$ cat src/rtl/sram_pkg.sv
// Shared widths, FSM state encoding and request record for the SRAM request controller.
// The VSETUP..VRELEASE states exist only when SRAM_WRITE_VERIFY_EN is defined.
package sram_pkg;

    localparam int ADDR_W = 7;
    localparam int DATA_W = 32;

    typedef enum logic [3:0] {
        IDLE, SETUP, PULSE, HOLD, RELEASE, RESP
`ifdef SRAM_WRITE_VERIFY_EN
        , VSETUP, VPULSE, VHOLD, VRELEASE
`endif
    } state_t;

    typedef struct packed {
        logic              we;
        logic [ADDR_W-1:0] addr;
        logic [DATA_W-1:0] wdata;
    } req_t;

    function automatic int cnt_w(input int a, input int b);
        return $clog2(((a > b) ? a : b) + 1);
    endfunction

endpackage

$ cat src/rtl/sram_req_ctrl_if.sv
// Request/response handshake plus SRAM macro pins, bundled for the controller.
// slave = controller side, master = core / SRAM side.
interface sram_req_ctrl_if;
    import sram_pkg::*;

    logic              req_valid;
    logic              req_ready;
    logic              req_we;
    logic [ADDR_W-1:0] req_addr;
    logic [DATA_W-1:0] req_wdata;
    logic              rsp_valid;
    logic              rsp_ready;
    logic [DATA_W-1:0] rsp_rdata;
    logic              rsp_err;
    logic [ADDR_W-1:0] sram_addr;
    logic              sram_addr_ready;
    logic              sram_read_pulse;
    logic              sram_write_pulse;
    logic [DATA_W-1:0] sram_datain;
    logic [DATA_W-1:0] sram_dataout;

    modport slave (
        input  req_valid, req_we, req_addr, req_wdata, rsp_ready, sram_dataout,
        output req_ready, rsp_valid, rsp_rdata, rsp_err,
        output sram_addr, sram_addr_ready, sram_read_pulse, sram_write_pulse, sram_datain
    );

    modport master (
        output req_valid, req_we, req_addr, req_wdata, rsp_ready, sram_dataout,
        input  req_ready, rsp_valid, rsp_rdata, rsp_err,
        input  sram_addr, sram_addr_ready, sram_read_pulse, sram_write_pulse, sram_datain
    );

endinterface

$ cat src/rtl/sram_phase_timer.sv
// Loadable down-counter timing the SETUP/PULSE phases; o_done is high while the count is 0.
module sram_phase_timer #(
    parameter int CNT_W = 1
) (
    input  logic             clk,
    input  logic             rst,
    input  logic             i_load,
    input  logic [CNT_W-1:0] i_val,
    output logic             o_done
);

    logic [CNT_W-1:0] r_cnt;

    always_ff @(posedge clk) begin
        if (rst)                r_cnt <= '0;
        else if (i_load)        r_cnt <= i_val;
        else if (r_cnt != '0)   r_cnt <= r_cnt - CNT_W'(1);
    end

    assign o_done = (r_cnt == '0);

endmodule

$ cat src/rtl/sram_req_ctrl.sv
// Valid/ready front end for the 128x32 pulse-strobed SRAM macro.
// Optional write read-back verify pass: define SRAM_WRITE_VERIFY_EN.
module sram_req_ctrl
    import sram_pkg::*;
#(
    parameter int SETUP_CYC = 1,
    parameter int PULSE_CYC = 1
) (
    input  logic           clk,
    input  logic           rst,
    sram_req_ctrl_if.slave io_bus
);

    localparam int CNT_W = cnt_w(SETUP_CYC, PULSE_CYC);

    state_t            r_state, w_next;
    req_t              r_req;
    logic              w_load, w_done;
    logic [CNT_W-1:0]  w_load_val;
    logic              r_addr_ready, r_rd_pulse, r_wr_pulse, r_rsp_valid;
    logic              w_addr_ready_d, w_rd_pulse_d, w_wr_pulse_d, w_rsp_valid_d, w_cap;
    logic [DATA_W-1:0] r_rdata;
    logic              w_accept, w_rsp_hs;

    assign w_accept = (r_state == IDLE) && io_bus.req_valid;
    assign w_rsp_hs = r_rsp_valid && io_bus.rsp_ready;

    sram_phase_timer #(.CNT_W(CNT_W)) u_timer (
        .clk    (clk),
        .rst    (rst),
        .i_load (w_load),
        .i_val  (w_load_val),
        .o_done (w_done)
    );

    always_ff @(posedge clk) begin
        if (rst) begin
            r_state <= IDLE;
            r_req   <= '0;
        end else begin
            r_state <= w_next;
            if (w_accept) r_req <= '{we: io_bus.req_we, addr: io_bus.req_addr, wdata: io_bus.req_wdata};
        end
    end

    always_comb begin
        w_next     = r_state;
        w_load     = 1'b0;
        w_load_val = '0;
        case (r_state)
            IDLE:    if (w_accept) begin w_next = SETUP; w_load = 1'b1; w_load_val = CNT_W'(SETUP_CYC - 1); end
            SETUP:   if (w_done) begin w_next = PULSE; w_load = 1'b1; w_load_val = CNT_W'(PULSE_CYC - 1); end
            PULSE:   if (w_done) w_next = HOLD;
            HOLD:    w_next = RELEASE;
`ifdef SRAM_WRITE_VERIFY_EN
            RELEASE: if (r_req.we) begin w_next = VSETUP; w_load = 1'b1; w_load_val = CNT_W'(SETUP_CYC - 1); end
                     else w_next = RESP;
            VSETUP:  if (w_done) begin w_next = VPULSE; w_load = 1'b1; w_load_val = CNT_W'(PULSE_CYC - 1); end
            VPULSE:  if (w_done) w_next = VHOLD;
            // Two-cycle release pads the verify pass to a full request slot.
            VHOLD:   begin w_next = VRELEASE; w_load = 1'b1; w_load_val = CNT_W'(1); end
            VRELEASE: if (w_done) w_next = RESP;
`else
            RELEASE: w_next = RESP;
`endif
            RESP:    if (w_rsp_hs) w_next = IDLE;
            default: w_next = IDLE;
        endcase
    end

    // Pins trail the FSM by one register stage, so the pin-visible HOLD is the RELEASE state.
    always_comb begin
        w_addr_ready_d = (r_state == SETUP) || (r_state == PULSE) || (r_state == HOLD);
        w_rd_pulse_d   = (r_state == PULSE) && !r_req.we;
        w_wr_pulse_d   = (r_state == PULSE) && r_req.we;
        w_rsp_valid_d  = (r_state == RESP) && !w_rsp_hs;
        w_cap          = (r_state == RELEASE) && !r_req.we;
`ifdef SRAM_WRITE_VERIFY_EN
        w_addr_ready_d = w_addr_ready_d || (r_state == VSETUP) || (r_state == VPULSE) || (r_state == VHOLD);
        w_rd_pulse_d   = w_rd_pulse_d || (r_state == VPULSE);
        w_cap          = w_cap || ((r_state == VRELEASE) && !w_done);
`endif
    end

    always_ff @(posedge clk) begin
        if (rst) begin
            r_addr_ready <= 1'b0;
            r_rd_pulse   <= 1'b0;
            r_wr_pulse   <= 1'b0;
            r_rsp_valid  <= 1'b0;
            r_rdata      <= '0;
        end else begin
            r_addr_ready <= w_addr_ready_d;
            r_rd_pulse   <= w_rd_pulse_d;
            r_wr_pulse   <= w_wr_pulse_d;
            r_rsp_valid  <= w_rsp_valid_d;
            if (w_accept)   r_rdata <= '0;
            else if (w_cap) r_rdata <= io_bus.sram_dataout;
        end
    end

`ifdef SRAM_WRITE_VERIFY_EN
    logic r_err;
    always_ff @(posedge clk) begin
        if (rst || w_accept) r_err <= 1'b0;
        else if (w_cap && r_req.we) r_err <= (io_bus.sram_dataout != r_req.wdata);
    end
    assign io_bus.rsp_err = r_err;
`else
    assign io_bus.rsp_err = 1'b0;
`endif

    assign io_bus.req_ready        = (r_state == IDLE);
    assign io_bus.rsp_valid        = r_rsp_valid;
    assign io_bus.rsp_rdata        = r_rdata;
    assign io_bus.sram_addr        = r_req.addr;
    assign io_bus.sram_datain      = r_req.wdata;
    assign io_bus.sram_addr_ready  = r_addr_ready;
    assign io_bus.sram_read_pulse  = r_rd_pulse;
    assign io_bus.sram_write_pulse = r_wr_pulse;

endmodule

$ cat src/flat_wrapper.sv
// flat-port wrapper written by rule: the top's interface ports become plain ports
module sram_req_ctrl_flat import sram_pkg::*;
#(
    parameter int SETUP_CYC = 1,
    parameter int PULSE_CYC = 1
)
  (clk, rst, io_bus_req_valid, io_bus_req_we, io_bus_req_addr, io_bus_req_wdata, io_bus_rsp_ready, io_bus_sram_dataout, io_bus_req_ready, io_bus_rsp_valid, io_bus_rsp_rdata, io_bus_rsp_err, io_bus_sram_addr, io_bus_sram_addr_ready, io_bus_sram_read_pulse, io_bus_sram_write_pulse, io_bus_sram_datain);
  sram_req_ctrl_if io_bus_i ();
  input  logic clk;
  input  logic rst;
  input wire logic [$bits(io_bus_i.req_valid)-1:0] io_bus_req_valid;
  input wire logic [$bits(io_bus_i.req_we)-1:0] io_bus_req_we;
  input wire logic [$bits(io_bus_i.req_addr)-1:0] io_bus_req_addr;
  input wire logic [$bits(io_bus_i.req_wdata)-1:0] io_bus_req_wdata;
  input wire logic [$bits(io_bus_i.rsp_ready)-1:0] io_bus_rsp_ready;
  input wire logic [$bits(io_bus_i.sram_dataout)-1:0] io_bus_sram_dataout;
  output wire logic [$bits(io_bus_i.req_ready)-1:0] io_bus_req_ready;
  output wire logic [$bits(io_bus_i.rsp_valid)-1:0] io_bus_rsp_valid;
  output wire logic [$bits(io_bus_i.rsp_rdata)-1:0] io_bus_rsp_rdata;
  output wire logic [$bits(io_bus_i.rsp_err)-1:0] io_bus_rsp_err;
  output wire logic [$bits(io_bus_i.sram_addr)-1:0] io_bus_sram_addr;
  output wire logic [$bits(io_bus_i.sram_addr_ready)-1:0] io_bus_sram_addr_ready;
  output wire logic [$bits(io_bus_i.sram_read_pulse)-1:0] io_bus_sram_read_pulse;
  output wire logic [$bits(io_bus_i.sram_write_pulse)-1:0] io_bus_sram_write_pulse;
  output wire logic [$bits(io_bus_i.sram_datain)-1:0] io_bus_sram_datain;
  assign io_bus_i.req_valid = io_bus_req_valid;
  assign io_bus_i.req_we = io_bus_req_we;
  assign io_bus_i.req_addr = io_bus_req_addr;
  assign io_bus_i.req_wdata = io_bus_req_wdata;
  assign io_bus_i.rsp_ready = io_bus_rsp_ready;
  assign io_bus_i.sram_dataout = io_bus_sram_dataout;
  assign io_bus_req_ready = io_bus_i.req_ready;
  assign io_bus_rsp_valid = io_bus_i.rsp_valid;
  assign io_bus_rsp_rdata = io_bus_i.rsp_rdata;
  assign io_bus_rsp_err = io_bus_i.rsp_err;
  assign io_bus_sram_addr = io_bus_i.sram_addr;
  assign io_bus_sram_addr_ready = io_bus_i.sram_addr_ready;
  assign io_bus_sram_read_pulse = io_bus_i.sram_read_pulse;
  assign io_bus_sram_write_pulse = io_bus_i.sram_write_pulse;
  assign io_bus_sram_datain = io_bus_i.sram_datain;
  sram_req_ctrl #(.SETUP_CYC(SETUP_CYC), .PULSE_CYC(PULSE_CYC)) u_core (.clk(clk), .rst(rst), .io_bus(io_bus_i));
endmodule
$ cat config.mk
export PLATFORM = sky130hd
export DESIGN_NAME = sram_req_ctrl_flat
export DESIGN_NICKNAME = d
export VERILOG_FILES = /design/src/rtl/sram_pkg.sv /design/src/rtl/sram_req_ctrl_if.sv /design/src/rtl/sram_phase_timer.sv /design/src/rtl/sram_req_ctrl.sv /design/src/flat_wrapper.sv
export SDC_FILE = /design/constraint.sdc
export NUM_CORES = 1
export LEC_CHECK = 0
export ABC_AREA = 1
export ABC_CLOCK_PERIOD_IN_PS = 1100
export BUFFER_PORTS_ARGS = -buffer_cell sky130_fd_sc_hd__buf_4
export CELL_PAD_IN_SITES_DETAIL_PLACEMENT = 0
export CELL_PAD_IN_SITES_GLOBAL_PLACEMENT = 1
export CORE_MARGIN = 5
export CORE_UTILIZATION = 31
export CTS_BUF_LIST = sky130_fd_sc_hd__clkbuf_8
export DETAILED_ROUTE_END_ITERATION = 6
export GPL_TIMING_DRIVEN = 0
export HOLD_SLACK_MARGIN = 0.06
export PLACE_DENSITY_LB_ADDON = 0.1
export SLEW_MARGIN = 30
export SYNTH_ARGS = -nofsm -noshare
export SYNTH_HDL_FRONTEND = slang
export SYNTH_SLANG_ARGS = --single-unit
$ cat constraint.sdc
create_clock -name clk -period 1.1 [get_ports clk]
set_input_delay 0.22 -clock clk [delete_from_list [all_inputs] [get_ports clk]]
set_output_delay 0.22 -clock clk [all_outputs]
set_load 0.02 [all_outputs]
==> reports/metrics.csv <==
metric;value;unit
run status;finished, violations left;
failing checks;negative setup slack;
fraction of layout cells with a size suffix above 1;0.752;
largest net degree at the start of global routing;13;
DIE WIDTH;116;um
final worst-path cycle share;1.27;
mapped cell area;3490;um^2
Initial Utilization;0.319;
core area;10900;um^2
antenna violations before repair;0;
Vias/cell;4.73;
CP max stage delay;0.36;ns
num rows;38;
RePlAce Congestion;0.739;
WP data required;0.88;ns
cell count after placement;702;
CTS Root Buffer Type;clkbuf_8;
Area Overhead vs Synth;81.3;%
Hold Crit Class;primary input to flop;
final antenna-violating net count;0;
CP endpoint kind;primary output;
io pins;153;
CTS Buffer Depth;2;
DIE HEIGHT;116;um
cell count after synthesis;412;
Congestion Overflow GR;0;
worst-path cell chain;inv_4, nand2_4, nor2_8, buf_6, buf_6;
VDD IR max;0.812;mV
worst-path maximum fanout;2;
WL/cell;15.7;um
Synth Register Bits;80;
CTS sink cnt;80;
Non-Filler Instances;746;
Clock Latency Late Sink;0.36;ns
area share of the largest cell type after synthesis;0.459;
post-route setup slack;-0.301;ns
1st-iter DRT viols;210;
GRT Overall Usage;0.165;
RSZ-0062 raised after global routing;yes;
H-tree depth;3;
Worst Skew;0.00673;ns
CP most frequent cell;buf_6;
worst hold slack;0.103;ns
Tmin final;1.40;ns
Max-slew headroom;0.516;
yosys synthesis warning count;0;
Worst Max-Slew Pin Slew;0.725;ns
PortBufs;149;
setup violators final;89;
Largest delay share family, worst path;flip-flops;
CTS clk-pin slew, worst paths;0.08;ns
final slew viol count;0;
sequential element share of the synthesized area;0.459;
final hold viol count;0;
leakage power;0.00269;uW
vias post-DR;3529;
synth top area cells;dfxtp_1, buf_4, nand2_1;
global-route wire length before repair;17500;um
drt total wl;11700;um
power density cells;1420;nW/um^2
area leader, netlist;dfxtp_1;
vias in the first global route;3586;
Setup CP Type;flop to primary output;
synth unique cells;25;
Critical Path Start Type;flop;
critical path's slowest cell;dfxtp_4;
Detailed Routing Iterations Pass 1;4;
dpl hpwl;7450;um
cts bufs inserted;9;
WP data arrival;1.18;ns
Syn Area/Cell;8.48;um^2
die area;13500;um^2
Layout Nets;677;
maxcap violations;0;
Peak Freq;714;MHz
ANT cells;0;
CTS tree;yes;
DRC viols;0;
CP bufs+invs;3;
## cell type report
cell class | instances | area (um^2)
buffer | 46 | 433
sequential | 80 | 1700
timing repair buffer | 205 | 1890
clock buffer | 13 | 179
fill | 1019 | 4610
multi-input combinational | 252 | 1890
tap | 140 | 175
inverter | 7 | 35.0
clock inverter | 3 | 38.8
## power breakdown
part | internal, uW | total, uW | switching (uW)
Clock | 1290 | 2370 | 1090
Combinational | 1760 | 3330 | 1570
Sequential | 3100 | 3250 | 153
## flip-flops by register name (all words and copies together) (netlist names)
register,count
u_core.r_req,1
u_core.io_bus.rsp_valid,1
u_core.u_timer.r_cnt,1
u_core.r_state,3
u_core.io_bus.sram_datain,32
u_core.io_bus.sram_write_pulse,1
u_core.io_bus.rsp_rdata,32
u_core.io_bus.sram_read_pulse,1
u_core.io_bus.sram_addr_ready,1
u_core.io_bus.sram_addr,7
## synth_stat cells
library cell,count
dfxtp_1,80
nand2_1,79
nand3_1,44
a21oi_1,43
buf_4,42
nand4_1,37
a21oi_2,30
buf_2,17
clkbuf_1,9
nor2_1,6
buf_6,3
buf_8,3
inv_1,3
nor3_1,3
clkinv_1,2
inv_2,2
a31oi_1,1
buf_1,1
conb_1,1
nand2_2,1
nand2_4,1
nand2_8,1
nor2_4,1
nor2_8,1
o21ai_0,1
## final timing paths
path / cells after the start / start / to / slack, ns
min reg2reg: 2 / u_core.io_bus.sram_datain[8] / u_core.io_bus.sram_datain[8] / 0.47
min: 3 / io_bus_req_wdata[18] / u_core.io_bus.sram_datain[18] / 0.10
max reg2reg: 8 / u_core.r_state[1] / u_core.io_bus.rsp_rdata[29] / -0.25
max: 5 / u_core.r_state[1] / io_bus_req_ready / -0.30
## cells in the final DEF (no fill, tap or decap), drive strengths merged
master  Yosys  routed
a21oi      73      73
nor2        8       8
bufinv      0       1
clkbuf      9      25
nand2      82      83
clkinv      2       3
o21ai       1       1
conb        1       2
nand3      44      44
nand4      37      37
dfxtp      80      80
nor3        3       3
buf        66     239
a31oi       1       1
inv         5       6
## what timing repair did
| item | 4_1_cts | 5_1_grt |
|---|---|---|
| hold buffers | 0 | 0 |
| cloned | 8 | 2 |
| buffers inserted | 29 | 19 |
| endpoints found under the setup margin | 118 | 124 |
| pin swaps | 19 | 20 |
| resized for setup | 165 | 145 |
## worst min-delay path: stages
cell	delay [ns]
buf_4	0.11
nand3_2	0.06
a21oi_2	0.04
## stage by stage
step                 util  power, uW  TNS, ns  setup WS [ns]  cell area [um^2]
floorplan               -       4520    -2.87        -0.0497              3540
global placement    0.442       5240   -18.86         -0.324              4830
detailed placement  0.442       5250   -20.62         -0.354              4830
CTS                 0.536       8590   -20.11         -0.339              5860
global route        0.579       9380   -22.36         -0.361              6330
finish              0.579       8960   -17.04         -0.301              6330
## logic make-up after synthesis
| family | count (synthesis) | share of synthesized area |
|---|---|---|
| simple gates | 174 | 0.245 |
| buf+inv | 82 | 0.155 |
| compound gates | 75 | 0.140 |
| other cells | 1 | 0.00107 |
| flops | 80 | 0.459 |
## per-layer routing
layer,vias to the layer above,GRT usage,wire (um)
met5,-,0,0
met4,0,0.0588,161
met3,13,0.0461,800
met2,107,0.285,6020
met1,1664,0.196,4730
li1,1745,-,-
Power figures use the tool's default switching activity.
